$ cat src/rtl/sincos_pkg.sv
// Shared definitions for the sine/cosine phase-sequence generator.
// Contents:
//   state_t  - run-control FSM states (IDLE, RUN)
//   PHASE_W  - default phase/frequency word width (one turn = full scale)
//   COUNT_W  - default sample-count width
//   RATE_W   - default rate-divider width
package sincos_pkg;

    typedef enum logic [0:0] {
        IDLE = 1'b0,
        RUN  = 1'b1
    } state_t;

    localparam int PHASE_W = 32;
    localparam int COUNT_W = 16;
    localparam int RATE_W  = 16;

endpackage

$ cat src/rtl/sincos_phase_gen_if.sv
// Control/data bundle between a run controller and the phase generator.
// master: drives run parameters and start/stop, observes the phase stream.
// slave : the generator; receives run parameters, drives phase_o, valid_o,
//         mode_cos_o, busy_o and done_o.
interface sincos_phase_gen_if
    import sincos_pkg::*;
#(
    parameter int PHASE_WIDTH = PHASE_W,
    parameter int COUNT_WIDTH = COUNT_W,
    parameter int RATE_WIDTH  = RATE_W
);
    logic                   start_i;
    logic                   stop_i;
    logic [PHASE_WIDTH-1:0] freq_i;
    logic [PHASE_WIDTH-1:0] step_i;
    logic [PHASE_WIDTH-1:0] offset_i;
    logic [COUNT_WIDTH-1:0] count_i;
    logic [RATE_WIDTH-1:0]  rate_i;
    logic                   mode_cos_i;
    logic [PHASE_WIDTH-1:0] phase_o;
    logic                   valid_o;
    logic                   mode_cos_o;
    logic                   busy_o;
    logic                   done_o;

    modport master (
        output start_i, stop_i, freq_i, step_i, offset_i, count_i, rate_i, mode_cos_i,
        input  phase_o, valid_o, mode_cos_o, busy_o, done_o
    );

    modport slave (
        input  start_i, stop_i, freq_i, step_i, offset_i, count_i, rate_i, mode_cos_i,
        output phase_o, valid_o, mode_cos_o, busy_o, done_o
    );
endinterface

$ cat src/rtl/sincos_phase_acc.sv
// Phase accumulator with chirped tuning word.
// Ports:
//   clk, resetn          - clock, async active-low reset
//   load                 - take offset/freq/step as the new run state
//   advance              - phase += freq, freq += step (both modular)
//   offset, freq, step   - values captured on load
//   phase                - registered phase word
module sincos_phase_acc #(
    parameter int PHASE_WIDTH = 32
) (
    input  logic                   clk,
    input  logic                   resetn,
    input  logic                   load,
    input  logic                   advance,
    input  logic [PHASE_WIDTH-1:0] offset,
    input  logic [PHASE_WIDTH-1:0] freq,
    input  logic [PHASE_WIDTH-1:0] step,
    output logic [PHASE_WIDTH-1:0] phase
);
    logic [PHASE_WIDTH-1:0] phase_r;
    logic [PHASE_WIDTH-1:0] freq_r;
    logic [PHASE_WIDTH-1:0] step_r;

    // Phase/frequency state; the phase add uses freq_r before its own update.
    always_ff @(posedge clk or negedge resetn) begin
        if (!resetn) begin
            phase_r <= '0;
            freq_r  <= '0;
            step_r  <= '0;
        end else if (load) begin
            phase_r <= offset;
            freq_r  <= freq;
            step_r  <= step;
        end else if (advance) begin
            phase_r <= phase_r + freq_r;
            freq_r  <= freq_r + step_r;
        end else begin
            phase_r <= phase_r;
            freq_r  <= freq_r;
            step_r  <= step_r;
        end
    end

    assign phase = phase_r;
endmodule

$ cat src/rtl/sincos_phase_gen.sv
// Phase-sequence generator feeding sincos_linear (phase_i/valid_i/mode_cos).
// Produces bursts (count_i samples) or continuous streams (count_i = 0) of
// NCO or linear-chirp phase words, one sample every rate_i+1 cycles.
// Ports:
//   clk, resetn - clock, async active-low reset
//   bus         - slave side of sincos_phase_gen_if (run parameters in,
//                 phase_o/valid_o/mode_cos_o/busy_o/done_o out, all registered)
module sincos_phase_gen
    import sincos_pkg::*;
#(
    parameter int PHASE_WIDTH = PHASE_W,
    parameter int COUNT_WIDTH = COUNT_W,
    parameter int RATE_WIDTH  = RATE_W
) (
    input  logic              clk,
    input  logic              resetn,
    sincos_phase_gen_if.slave bus
);
    state_t                 state_r, state_s;
    logic [COUNT_WIDTH-1:0] cnt_r, cnt_s;
    logic [COUNT_WIDTH-1:0] samp_r, samp_s;
    logic [RATE_WIDTH-1:0]  rate_r, rate_s;
    logic [RATE_WIDTH-1:0]  div_r, div_s;
    logic                   valid_r, valid_s;
    logic                   busy_r, busy_s;
    logic                   done_r, done_s;
    logic                   mode_r, mode_s;
    logic                   load_s;
    logic                   adv_s;
    logic [PHASE_WIDTH-1:0] phase_s;

    // Next-state, counter/divider and output decisions.
    always_comb begin
        state_s = state_r;
        cnt_s   = cnt_r;
        samp_s  = samp_r;
        rate_s  = rate_r;
        div_s   = div_r;
        mode_s  = mode_r;
        busy_s  = busy_r;
        valid_s = 1'b0;
        done_s  = 1'b0;
        load_s  = 1'b0;
        adv_s   = 1'b0;
        case (state_r)
            IDLE: begin
                // stop wins over a simultaneous start
                if (bus.start_i && !bus.stop_i) begin
                    state_s = RUN;
                    load_s  = 1'b1;
                    cnt_s   = bus.count_i;
                    rate_s  = bus.rate_i;
                    mode_s  = bus.mode_cos_i;
                    valid_s = 1'b1;
                    samp_s  = COUNT_WIDTH'(1'b1);
                    div_s   = '0;
                    busy_s  = 1'b1;
                end else begin
                    busy_s  = 1'b0;
                end
            end
            RUN: begin
                if (bus.stop_i) begin
                    state_s = IDLE;
                    done_s  = 1'b1;
                    busy_s  = 1'b0;
                end else if ((cnt_r != '0) && (samp_r == cnt_r)) begin
                    // last sample went out on the previous cycle
                    state_s = IDLE;
                    done_s  = 1'b1;
                    busy_s  = 1'b0;
                end else if (div_r == rate_r) begin
                    adv_s   = 1'b1;
                    valid_s = 1'b1;
                    samp_s  = samp_r + COUNT_WIDTH'(1'b1);
                    div_s   = '0;
                end else begin
                    div_s   = div_r + RATE_WIDTH'(1'b1);
                end
            end
            default: begin
                state_s = IDLE;
                busy_s  = 1'b0;
            end
        endcase
    end

    // Control registers and registered status outputs.
    always_ff @(posedge clk or negedge resetn) begin
        if (!resetn) begin
            state_r <= IDLE;
            cnt_r   <= '0;
            samp_r  <= '0;
            rate_r  <= '0;
            div_r   <= '0;
            mode_r  <= 1'b0;
            busy_r  <= 1'b0;
            valid_r <= 1'b0;
            done_r  <= 1'b0;
        end else begin
            state_r <= state_s;
            cnt_r   <= cnt_s;
            samp_r  <= samp_s;
            rate_r  <= rate_s;
            div_r   <= div_s;
            mode_r  <= mode_s;
            busy_r  <= busy_s;
            valid_r <= valid_s;
            done_r  <= done_s;
        end
    end

    sincos_phase_acc #(
        .PHASE_WIDTH(PHASE_WIDTH)
    ) u_acc (
        .clk     (clk),
        .resetn  (resetn),
        .load    (load_s),
        .advance (adv_s),
        .offset  (bus.offset_i),
        .freq    (bus.freq_i),
        .step    (bus.step_i),
        .phase   (phase_s)
    );

    assign bus.phase_o    = phase_s;
    assign bus.valid_o    = valid_r;
    assign bus.mode_cos_o = mode_r;
    assign bus.busy_o     = busy_r;
    assign bus.done_o     = done_r;
endmodule

$ cat src/flat_wrapper.sv
// flat-port wrapper written by rule: the top's interface ports become plain ports
module sincos_phase_gen_flat import sincos_pkg::*;
#(
    parameter int PHASE_WIDTH = PHASE_W,
    parameter int COUNT_WIDTH = COUNT_W,
    parameter int RATE_WIDTH  = RATE_W
)
  (clk, resetn, bus_start_i, bus_stop_i, bus_freq_i, bus_step_i, bus_offset_i, bus_count_i, bus_rate_i, bus_mode_cos_i, bus_phase_o, bus_valid_o, bus_mode_cos_o, bus_busy_o, bus_done_o);
  sincos_phase_gen_if #(.PHASE_WIDTH(PHASE_WIDTH), .COUNT_WIDTH(COUNT_WIDTH), .RATE_WIDTH(RATE_WIDTH)) bus_i ();
  input  logic clk;
  input  logic resetn;
  input wire logic [$bits(bus_i.start_i)-1:0] bus_start_i;
  input wire logic [$bits(bus_i.stop_i)-1:0] bus_stop_i;
  input wire logic [$bits(bus_i.freq_i)-1:0] bus_freq_i;
  input wire logic [$bits(bus_i.step_i)-1:0] bus_step_i;
  input wire logic [$bits(bus_i.offset_i)-1:0] bus_offset_i;
  input wire logic [$bits(bus_i.count_i)-1:0] bus_count_i;
  input wire logic [$bits(bus_i.rate_i)-1:0] bus_rate_i;
  input wire logic [$bits(bus_i.mode_cos_i)-1:0] bus_mode_cos_i;
  output wire logic [$bits(bus_i.phase_o)-1:0] bus_phase_o;
  output wire logic [$bits(bus_i.valid_o)-1:0] bus_valid_o;
  output wire logic [$bits(bus_i.mode_cos_o)-1:0] bus_mode_cos_o;
  output wire logic [$bits(bus_i.busy_o)-1:0] bus_busy_o;
  output wire logic [$bits(bus_i.done_o)-1:0] bus_done_o;
  assign bus_i.start_i = bus_start_i;
  assign bus_i.stop_i = bus_stop_i;
  assign bus_i.freq_i = bus_freq_i;
  assign bus_i.step_i = bus_step_i;
  assign bus_i.offset_i = bus_offset_i;
  assign bus_i.count_i = bus_count_i;
  assign bus_i.rate_i = bus_rate_i;
  assign bus_i.mode_cos_i = bus_mode_cos_i;
  assign bus_phase_o = bus_i.phase_o;
  assign bus_valid_o = bus_i.valid_o;
  assign bus_mode_cos_o = bus_i.mode_cos_o;
  assign bus_busy_o = bus_i.busy_o;
  assign bus_done_o = bus_i.done_o;
  sincos_phase_gen #(.PHASE_WIDTH(PHASE_WIDTH), .COUNT_WIDTH(COUNT_WIDTH), .RATE_WIDTH(RATE_WIDTH)) u_core (.clk(clk), .resetn(resetn), .bus(bus_i));
endmodule
$ cat config.mk
export PLATFORM = sky130hd
export DESIGN_NAME = sincos_phase_gen_flat
export DESIGN_NICKNAME = d
export VERILOG_FILES = /design/src/rtl/sincos_pkg.sv /design/src/rtl/sincos_phase_gen_if.sv /design/src/rtl/sincos_phase_acc.sv /design/src/rtl/sincos_phase_gen.sv /design/src/flat_wrapper.sv
export SDC_FILE = /design/constraint.sdc
export NUM_CORES = 1
export LEC_CHECK = 0
export ABC_AREA = 1
export CORE_ASPECT_RATIO = 0.6
export CORE_MARGIN = 10
export CORE_UTILIZATION = 35
export CTS_BUF_LIST = sky130_fd_sc_hd__clkbuf_16
export DETAILED_ROUTE_END_ITERATION = 10
export GPL_ROUTABILITY_DRIVEN = 0
export PLACE_DENSITY = 0.64
export SYNTH_ARGS = -nofsm -noshare
export SYNTH_HDL_FRONTEND = slang
export SYNTH_SLANG_ARGS = --single-unit
$ cat constraint.sdc
create_clock -name clk -period 3.15 [get_ports clk]
set_input_delay 0.4725 -clock clk [delete_from_list [all_inputs] [get_ports clk]]
set_output_delay 0.4725 -clock clk [all_outputs]
set_load 0.005 [all_outputs]
[Word level (Yosys, flattened, before mapping)]
Index checks and enable logic that the tools add are counted.
Widths: inputs -> output; s select.
Word-level totals
  word-level logic and storage cells: 62
  output and inout bits: 36
  register bits: 165
  bits of input ports: 133
Operators by class
  reduce and logical (&&, ||, !) cells: 8
  bitwise operators: 1
  equality and inequality tests: 7
  muxes and demuxes: 30
  add/subtract/negate cells: 4
Operators with widths (count)
  $mux 16: 8
  $mux 32: 4
  $add 32x32->32: 2
  $pmux 16 s2: 2
  $add 16x1->16 const B: 2
  $eq 16x16->1: 2
  $reduce_bool 16->1: 1
  $mux 1: 13
  $ne 2x2->1 const B: 3
  $pmux 1 s2: 3
  $reduce_and 4->1: 1
  $ne 3x3->1 const B: 1
  $reduce_and 3->1: 1
  $logic_and 1x1->1: 2
  $ne 2x1->1 const B: 1
  $reduce_and 2->1: 1
  $reduce_bool 2->1: 1
  $logic_not 1->1: 1
  $not 1->1: 1

[Longest topological paths before layout]
Gate-level depths: netlist of the first run.
  depth after elaboration: 7
  gate-level depth with buffers: 15
  depth with buffers taken out: 15

[Modules after synthesis]
A second synthesis of the first run with hierarchy kept.
Second synthesis, totals
  cells, all modules: 1923
  area total of the unflattened synthesis: 12684.7 um^2
Modules (own cells, without submodules)
  sincos_phase_acc: cells each 1326, area an instance 8557.0 um^2, seq. area each 2402.3 um^2, times used 1
  sincos_phase_gen: cells each 597, area an instance 4127.7 um^2, seq. area each 1726.7 um^2, times used 1

[Worst setup path before layout of the first run]
OpenSTA, ideal clock, no wires.
  kind: reg2reg
  from: register u_core.u_acc.phase_r[0], in the netlist u_core.u_acc.phase[0]
  to: register u_core.u_acc.phase_r[8], in the netlist u_core.u_acc.phase[8]
  data required time: 3034 ps
  path buffers: 0
  arrival time: 1896 ps
  slack: 1138 ps
  stages on the path, launching flop included: 12
  period minus slack after synthesis: 2012 ps
  library setup time: 116 ps
  cell sequence: dfrtp_1 ha_1 fa_1 nand3_1 nand3_1 nand2_1 nand2_1 or2_2 nand3_1 nand2_1 nand2_1 nand2_1
Between the ends
  word-level cells in the longest chain between the ends: 3
RTL lines
  start, declared: RTL line sincos_phase_acc.sv:20  | logic [PHASE_WIDTH-1:0] phase_r;
  start signal, assigned: RTL line sincos_phase_acc.sv:31  | phase_r <= offset;
  start signal, assigned: RTL line sincos_phase_acc.sv:35  | phase_r <= phase_r + freq_r;
  start signal, assigned: RTL line sincos_phase_acc.sv:38  | phase_r <= phase_r;
  $add 32x32->32: RTL line sincos_phase_acc.sv:35
  $mux 32: RTL line sincos_phase_acc.sv:34  | end else if (advance) begin
  $mux 32: RTL line sincos_phase_acc.sv:30  | end else if (load) begin
No other way between the ends. The select of a mux whose other input is x is not followed.
A chain may end at the register's enable or synchronous reset.

[Final worst setup path of the first run]
  from: register u_core.u_acc.phase_r[0], in the netlist u_core.u_acc.phase[0]
  to: register u_core.u_acc.phase_r[28], in the netlist u_core.u_acc.phase[28]
The elaborated chain is that of the path after synthesis.

==> results of run 1 <==
==> placed cells by master, fill, tap and decap left out <==
cell             count
fa_1                 2
clkinv_1             5
buf_6                1
clkinv_4             4
xor2_1              27
o21bai_1             2
a21o_1               2
nand2_4              1
nor4_1               2
nand4_1             23
clkdlybuf4s50_1    167
nor3_1              21
and2_1               4
inv_2                8
dfrtp_1            165
inv_4                1
nand3_4              1
inv_1              298
nand3_1            140
inv_8                2
nand2_2              3
o21ai_1              2
o21ai_0             60
dlygate4sd3_1        1
clkbuf_16           17
or2_2               13
inv_6                6
nor2_1             193
a21oi_1             38
buf_4                6
ha_1                64
xnor2_1             14
nand2_1           1077
buf_12               7
nand3b_1             2
==> metal layers <==
metal,GRT usage,part of all wire
met1,0.2924,0.50
met2,0.2682,0.38
met3,0.06061,0.11
met4,0.03025,0.0088
met5,0,0.00029
==> synthesized netlist by cell type (6+ instances only) <==
master,number,area share
nor3_1,21,0.0080
a21oi_1,38,0.014
buf_1,9,0.0026
inv_2,8,0.0023
nand3_1,140,0.053
inv_1,299,0.085
or2_2,13,0.0062
xnor2_1,14,0.0093
nand2_1,1078,0.31
nor2_1,193,0.055
o21ai_0,60,0.023
buf_6,6,0.0051
dfrtp_1,165,0.31
xor2_1,27,0.018
buf_2,16,0.0061
ha_1,64,0.061
nand4_1,23,0.011
clkbuf_1,19,0.0054
==> worst max-delay path by stage <==
stage | slack (ns) | end | depth (start not counted)
6_report | 0.58 | u_core.u_acc.phase[28]$_DFFE_PN0P_ | 12
3_3_place_gp | 0.74 | u_core.u_acc.freq_r[28]$_DFFE_PN0P_ | 12
5_1_grt | 0.45 | u_core.u_acc.freq_r[24]$_DFFE_PN0P_ | 12
2_1_floorplan | 1.14 | u_core.u_acc.phase[8]$_DFFE_PN0P_ | 11
4_1_cts | 0.67 | u_core.u_acc.freq_r[28]$_DFFE_PN0P_ | 12
3_5_place_dp | 0.69 | u_core.u_acc.freq_r[28]$_DFFE_PN0P_ | 12
==> cells by family (layout without fill, tap and decap cells) <==
family,Yosys count,after routing
AND/OR/NAND/NOR,1480,1480
buffers and inverters,360,523
flip-flops,165,165
AO/OA/AOI/OAI,104,104
adder cells (fa/ha/maj),66,66
XOR/XNOR,41,41
==> sequential cells by signal, summed over array words and instances (netlist names) <==
signal / count
u_core.u_acc.step_r: 32
u_core.div_r: 16
u_core.bus.done_o: 1
u_core.bus.mode_cos_o: 1
u_core.u_acc.freq_r: 32
u_core.u_acc.phase: 32
u_core.bus.busy_o: 1
u_core.samp_r: 16
u_core.state_r: 1
u_core.cnt_r: 16
u_core.rate_r: 16
u_core.bus.valid_o: 1
==> power groups by stage <==
stage          Clock (mW)  Sequential, mW  Combinational, mW
2_1_floorplan           0            3.08               5.24
3_3_place_gp            0            3.29               7.41
3_5_place_dp            0            3.30               7.52
4_1_cts              2.12            3.26               7.57
5_1_grt              2.20            3.34               8.74
6_report             2.06            3.27               7.77
==> area by class of cell <==
class	count	area, um^2
tap	504	630.6
multi-input combinational	1691	7629
clock buffer	17	425.4
clock inverter	15	121.4
inverter	309	1162
fill	3912	20780
sequential	165	4129
timing repair buffer	182	1878
==> worst max-delay path, stage by stage (launching register included) <==
cell and delay [ns]:
dfrtp_1 0.41, ha_1 0.29, fa_1 0.46, nand3_1 0.11, nand3_1 0.25, nand2_1 0.16
nand3_1 0.26, nand2_1 0.21, nand2_1 0.07, nand2_1 0.06, nand3_1 0.06, nand2_1 0.07
nand2_1 0.04
==> impl_metrics.json, run 1 <==
{
  "synth-simple-area-share": 0.4473,
  "critPathLaunchType": "flip-flop",
  "vias_per_cell": 4.838,
  "syn_nets": 2415,
  "cts.sinks": 165,
  "netSwitchingFraction": 0.5002,
  "final_cell_count_no_fill": 2883,
  "place_area_mm2": 0.01542,
  "postCtsSetupBuffers": 0,
  "fin_nets": 2565,
  "worst_clock_skew_ns": 0.02009,
  "cts_buffers": 17,
  "io_pins": 169,
  "grt-ovfl-total": 0,
  "synth_area_per_cell_um2": 5.943,
  "clk_pin_slew_ns": 0.07,
  "finalHoldViolCount": 0,
  "cts_resized": 0,
  "synth-compound-area-share": 0.04028,
  "worst_slack_ns": 0.5754,
  "synth-edff-count": 0,
  "synth_top_family_by_area": "simple AND/OR/NAND/NOR gates",
  "drv_slew": 0,
  "core_area_mm2": 0.03676,
  "max_cap_viol_count": 0,
  "p_comb_frac": 0.593,
  "max_freq_mhz": 388.4,
  "vias": 13950,
  "cp.arrival_ns": 2.92,
  "cp_max_fo": 5,
  "peakVddDrop_mv": 0.4540,
  "tns_ns": 0,
  "grt_usage": 0.1948,
  "final_core_util": 0.4346,
  "postCtsHoldBufs": 1,
  "period_share": 0.8173,
  "antenna_found_initial": 2,
  "initial_core_util": 0.3583,
  "hold-path-cell-count": 2,
  "stdcell_area_mm2": 0.01598,
  "cts_tree": "done",
  "grt_pass1_wl_mm": 71.26,
  "fp.dieW_um": 270.4,
  "worst_slew_pin_slew_ns": 0.6147,
  "root_buffer": "clkbuf_16",
  "synthFlopType": "dfrtp_1",
  "netlist_area_mm2": 0.01317,
  "reg2reg_slack_ns": 0.58,
  "grt_max_degree": 72,
  "whs_ns": 0.4794,
  "antennaDiodeCount": 0,
  "io_buffers": 168,
  "grt_pass1_vias": 12720,
  "crit_start": "u_core.u_acc.phase[0]$_DFFE_PN0P_",
  "ant_nets": 0,
  "rsz0062_at_grt": "false",
  "path_class": "flip-flop to flip-flop",
  "synth_seq_area_share": 0.3135,
  "power_frac_clock": 0.157,
  "synthArstFlopShare": 1.000,
  "post_drt_wl_per_cell_um": 15.71,
  "synth_cell_types": 29,
  "wirelength_mm": 45.29,
  "finalCriticalPeriod_ns": 2.575,
  "drt-pass1-iter-count": 6,
  "cts.htree.levels": 4,
  "drc": 0,
  "die_h_um": 170.3,
  "regToRegStartpoint": "u_core.u_acc.phase[0]$_DFFE_PN0P_",
  "reg2reg_depth": 12,
  "hpwl_mm": 35.40,
  "drt_iter0_drc": 1627,
  "seq_power_share": 0.249,
  "synth_seq_cells": 165,
  "leakagePower_nw": 8.833,
  "required_ns": 3.50,
  "drive_above_1_share": 0.02942,
  "areaGrowthSynthToFinish_pct": 21.30,
  "worstHoldStart": "u_core.bus.mode_cos_o$_DFFE_PN0P_",
  "p_sw_mw": 6.547,
  "power.density_mw_per_mm2": 819.3,
  "setup_violations": 0,
  "r2r_end": "u_core.u_acc.phase[28]$_DFFE_PN0P_",
  "die-area_mm2": 0.04604,
  "rows": 54,
  "power_mw": 13.09,
  "pre_cts_slack_ns": 0.6947,
  "holdPathEnd": "u_core.bus.mode_cos_o$_DFFE_PN0P_",
  "dpl.cell_count": 2850,
  "min_path_type": "flip-flop to flip-flop",
  "synthMuxAreaShare": 0,
  "yosysWarnings": 0,
  "status": "finished, final reports clean",
  "synthAdderAreaFrac": 0.06384,
  "synth-xor-area-share": 0.02727,
  "clk_latency_ns": 0.47,
  "worst_setup_path_end_kind": "flip-flop",
  "p_int_mw": 6.542,
  "clockBufferDepth": 2,
  "synth_cells": 2216,
  "slew_headroom": 0.5902
}
Note: power is estimated with default switching activity, not from simulation.
==> inputs of run 2 (changes only) <==
--- a/config.mk
+++ b/config.mk
@@ -12,7 +12,7 @@
 export CTS_BUF_LIST = sky130_fd_sc_hd__clkbuf_16
 export DETAILED_ROUTE_END_ITERATION = 10
 export GPL_ROUTABILITY_DRIVEN = 0
-export PLACE_DENSITY = 0.64
+export PLACE_DENSITY = 0.66
 export SYNTH_ARGS = -nofsm -noshare
 export SYNTH_HDL_FRONTEND = slang
 export SYNTH_SLANG_ARGS = --single-unit
==> constraint.sdc (replaced) <==
create_clock -name clk -period 2.2 [get_ports clk]
set_input_delay 0.33 -clock clk [delete_from_list [all_inputs] [get_ports clk]]
set_output_delay 0.33 -clock clk [all_outputs]
set_load 0.005 [all_outputs]
==> run 2 against run 1 <==
Cell count is 2.4% higher. Flip-flop and latch count stayed put. Power up 56%. Sequential share of layout area decreased by 1.6 points. Die area unchanged. Worst hold slack worse by 0.16 ns. Design area up 6.6%. Fmax rose by 19%. Global-route usage is 0.43 points higher. Critical path type unchanged.
==> impl_metrics.json, run 2 (synthesized netlist as in run 1, its figures left out) <==
{
  "worst_clock_skew_ns": 0.01105,
  "finalHoldViolCount": 0,
  "peakVddDrop_mv": 0.6536,
  "vias": 14440,
  "wirelength_mm": 47.76,
  "clockBufferDepth": 2,
  "max_freq_mhz": 463.3,
  "drc": 0,
  "cp.arrival_ns": 2.50,
  "vias_per_cell": 4.892,
  "drv_slew": 0,
  "final_cell_count_no_fill": 2952,
  "antenna_found_initial": 0,
  "period_share": 0.9812,
  "required_ns": 2.54,
  "power_mw": 20.43,
  "die_h_um": 170.3,
  "p_int_mw": 10.53,
  "max_cap_viol_count": 0,
  "cts.sinks": 165,
  "cts.htree.levels": 4,
  "grt_pass1_wl_mm": 73.29,
  "setup_violations": 0,
  "drive_above_1_share": 0.09232,
  "path_class": "flip-flop to flip-flop",
  "drt_iter0_drc": 1666,
  "cpPeakStageDelay_ns": 0.43,
  "fin_nets": 2634,
  "power.density_mw_per_mm2": 1199,
  "netSwitchingFraction": 0.4846,
  "clk_pin_slew_ns": 0.07,
  "final_common_cell": "nand2_1",
  "cp_cell_sequence": "ha_1, nand2_1, nor2_1, inv_1, nor2_1, nand2_1, nand3_1, nand2_1, nand3_1, nand3_1, nand2_1, nand2_1",
  "critPathLaunchType": "flip-flop",
  "final_core_util": 0.4635,
  "status": "finished, final reports clean",
  "antennaDiodeCount": 0,
  "fp.dieW_um": 270.4,
  "grt_max_degree": 73,
  "cts_buffers": 17,
  "clk_latency_ns": 0.45,
  "crit_path_top_delay_cell": "dfrtp_1",
  "ant_nets": 0,
  "worst_slew_pin_slew_ns": 0.5842,
  "post_drt_wl_per_cell_um": 16.18,
  "initial_core_util": 0.3583,
  "power_frac_clock": 0.151,
  "fillers": 3821,
  "min_path_type": "primary input to asynchronous set/reset pin",
  "rsz0062_at_grt": "true",
  "worst_setup_path_end_kind": "flip-flop",
  "areaGrowthSynthToFinish_pct": 29.36,
  "grt_usage": 0.1991,
  "root_buffer": "clkbuf_16",
  "io_buffers": 168,
  "cp_max_fo": 6,
  "core_area_mm2": 0.03676,
  "cp_common_cell": "nand2_1",
  "io_pins": 169,
  "rows": 54,
  "drt-pass1-iter-count": 6,
  "cts_tree": "done",
  "whs_ns": 0.3199,
  "grt-ovfl-total": 0,
  "finalCriticalPeriod_ns": 2.159,
  "p_comb_frac": 0.614,
  "dpl.cell_count": 2915,
  "leakagePower_nw": 9.289,
  "seq_power_share": 0.235,
  "die-area_mm2": 0.04604,
  "p_sw_mw": 9.900,
  "final_cell_mix": "nand2_1, inv_1, nor2_1, clkdlybuf4s50_1, dfrtp_1",
  "hpwl_mm": 37.29,
  "grt_pass1_vias": 13100,
  "slew_headroom": 0.6070
}
==> run 2: cell count changes in the layout (fill, tap and decap cells not counted), sizes merged <==
cell | before | now
buf | 14 | 81
inv | 315 | 311
bufinv | 0 | 2
clkinv | 9 | 10
clkbuf | 17 | 19
clkinvlp | 0 | 1
==> run 2: power groups by stage <==
stage          sequential (mW)  clock [mW]  combinational, mW
2_1_floorplan             4.41           0               7.51
3_3_place_gp              4.71           0               11.3
3_5_place_dp              4.73           0               11.5
4_1_cts                   4.68        3.17               11.6
5_1_grt                   4.87        3.28               14.1
6_report                  4.79        3.09               12.5
==> run 2: area by class of cell <==
type	count	area (um^2)	area share
Clock buffer	17	425.4	0.02497
Clock inverter	15	151.4	0.008887
Sequential cell	165	4133	0.2426
Multi-Input combinational cell	1691	8036	0.4717
Inverter	309	1167	0.06852
Tap cell	504	630.6	0.03702
Timing Repair Buffer	251	2492	0.1463
==> run 2: path summary, 6_finish.rpt <==
path	startpoint	endpoint	slack, ns	cells past startpoint
setup / recovery	u_core.u_acc.freq_r[3]$_DFFE_PN0P_	u_core.u_acc.freq_r[27]$_DFFE_PN0P_	0.04	12
hold / removal	resetn	u_core.u_acc.phase[31]$_DFFE_PN0P_	0.32	2
setup reg to reg	u_core.u_acc.freq_r[3]$_DFFE_PN0P_	u_core.u_acc.freq_r[27]$_DFFE_PN0P_	0.04	12
hold reg to reg	u_core.bus.mode_cos_o$_DFFE_PN0P_	u_core.bus.mode_cos_o$_DFFE_PN0P_	0.48	2
max in group asynchronous	resetn	u_core.rate_r[10]$_DFFE_PN0P_	1.17	3
min in group clk	bus_rate_i[7]	u_core.rate_r[7]$_DFFE_PN0P_	0.40	3
==> run 2: worst max-delay path, delay by kind of cell (launching register included) <==
family,cells,cell delay (ns)
fa+ha+maj,1,0.40
flops,1,0.43
simple gates,10,1.17
buf+inv,1,0.07
==> run 2: repair_timing <==
action	in CTS	in global routing
cloned	0	2
endpoints found under the hold margin	23	0
setup endpoints to repair	7	80
buffers inserted	0	2
hold buffers	1	0
pin swaps	0	1
gates resized for setup	4	94
==> run 2: metrics by stage <==
step	instance area (um^2)	worst slack [ns]	TNS (ns)
after detailed placement	15960	-0.05258	-0.09235
after global routing	17040	-0.1112	-0.5338
after CTS	16560	0.01136	0
after floorplan	13170	0.1878	0
final	17040	0.04134	0
after global placement	15960	0.02602	0
==> run 2: metal layers <==
| metal | share of wire | global-route usage | vias up |
|---|---|---|---|
| li1 | - | - | 7192 |
| met2 | 0.39 | 0.2740 | 629 |
| met4 | 0.013 | 0.04211 | 0 |
| met5 | 0 | 0 | - |
| met3 | 0.11 | 0.05655 | 50 |
| met1 | 0.49 | 0.2983 | 6570 |
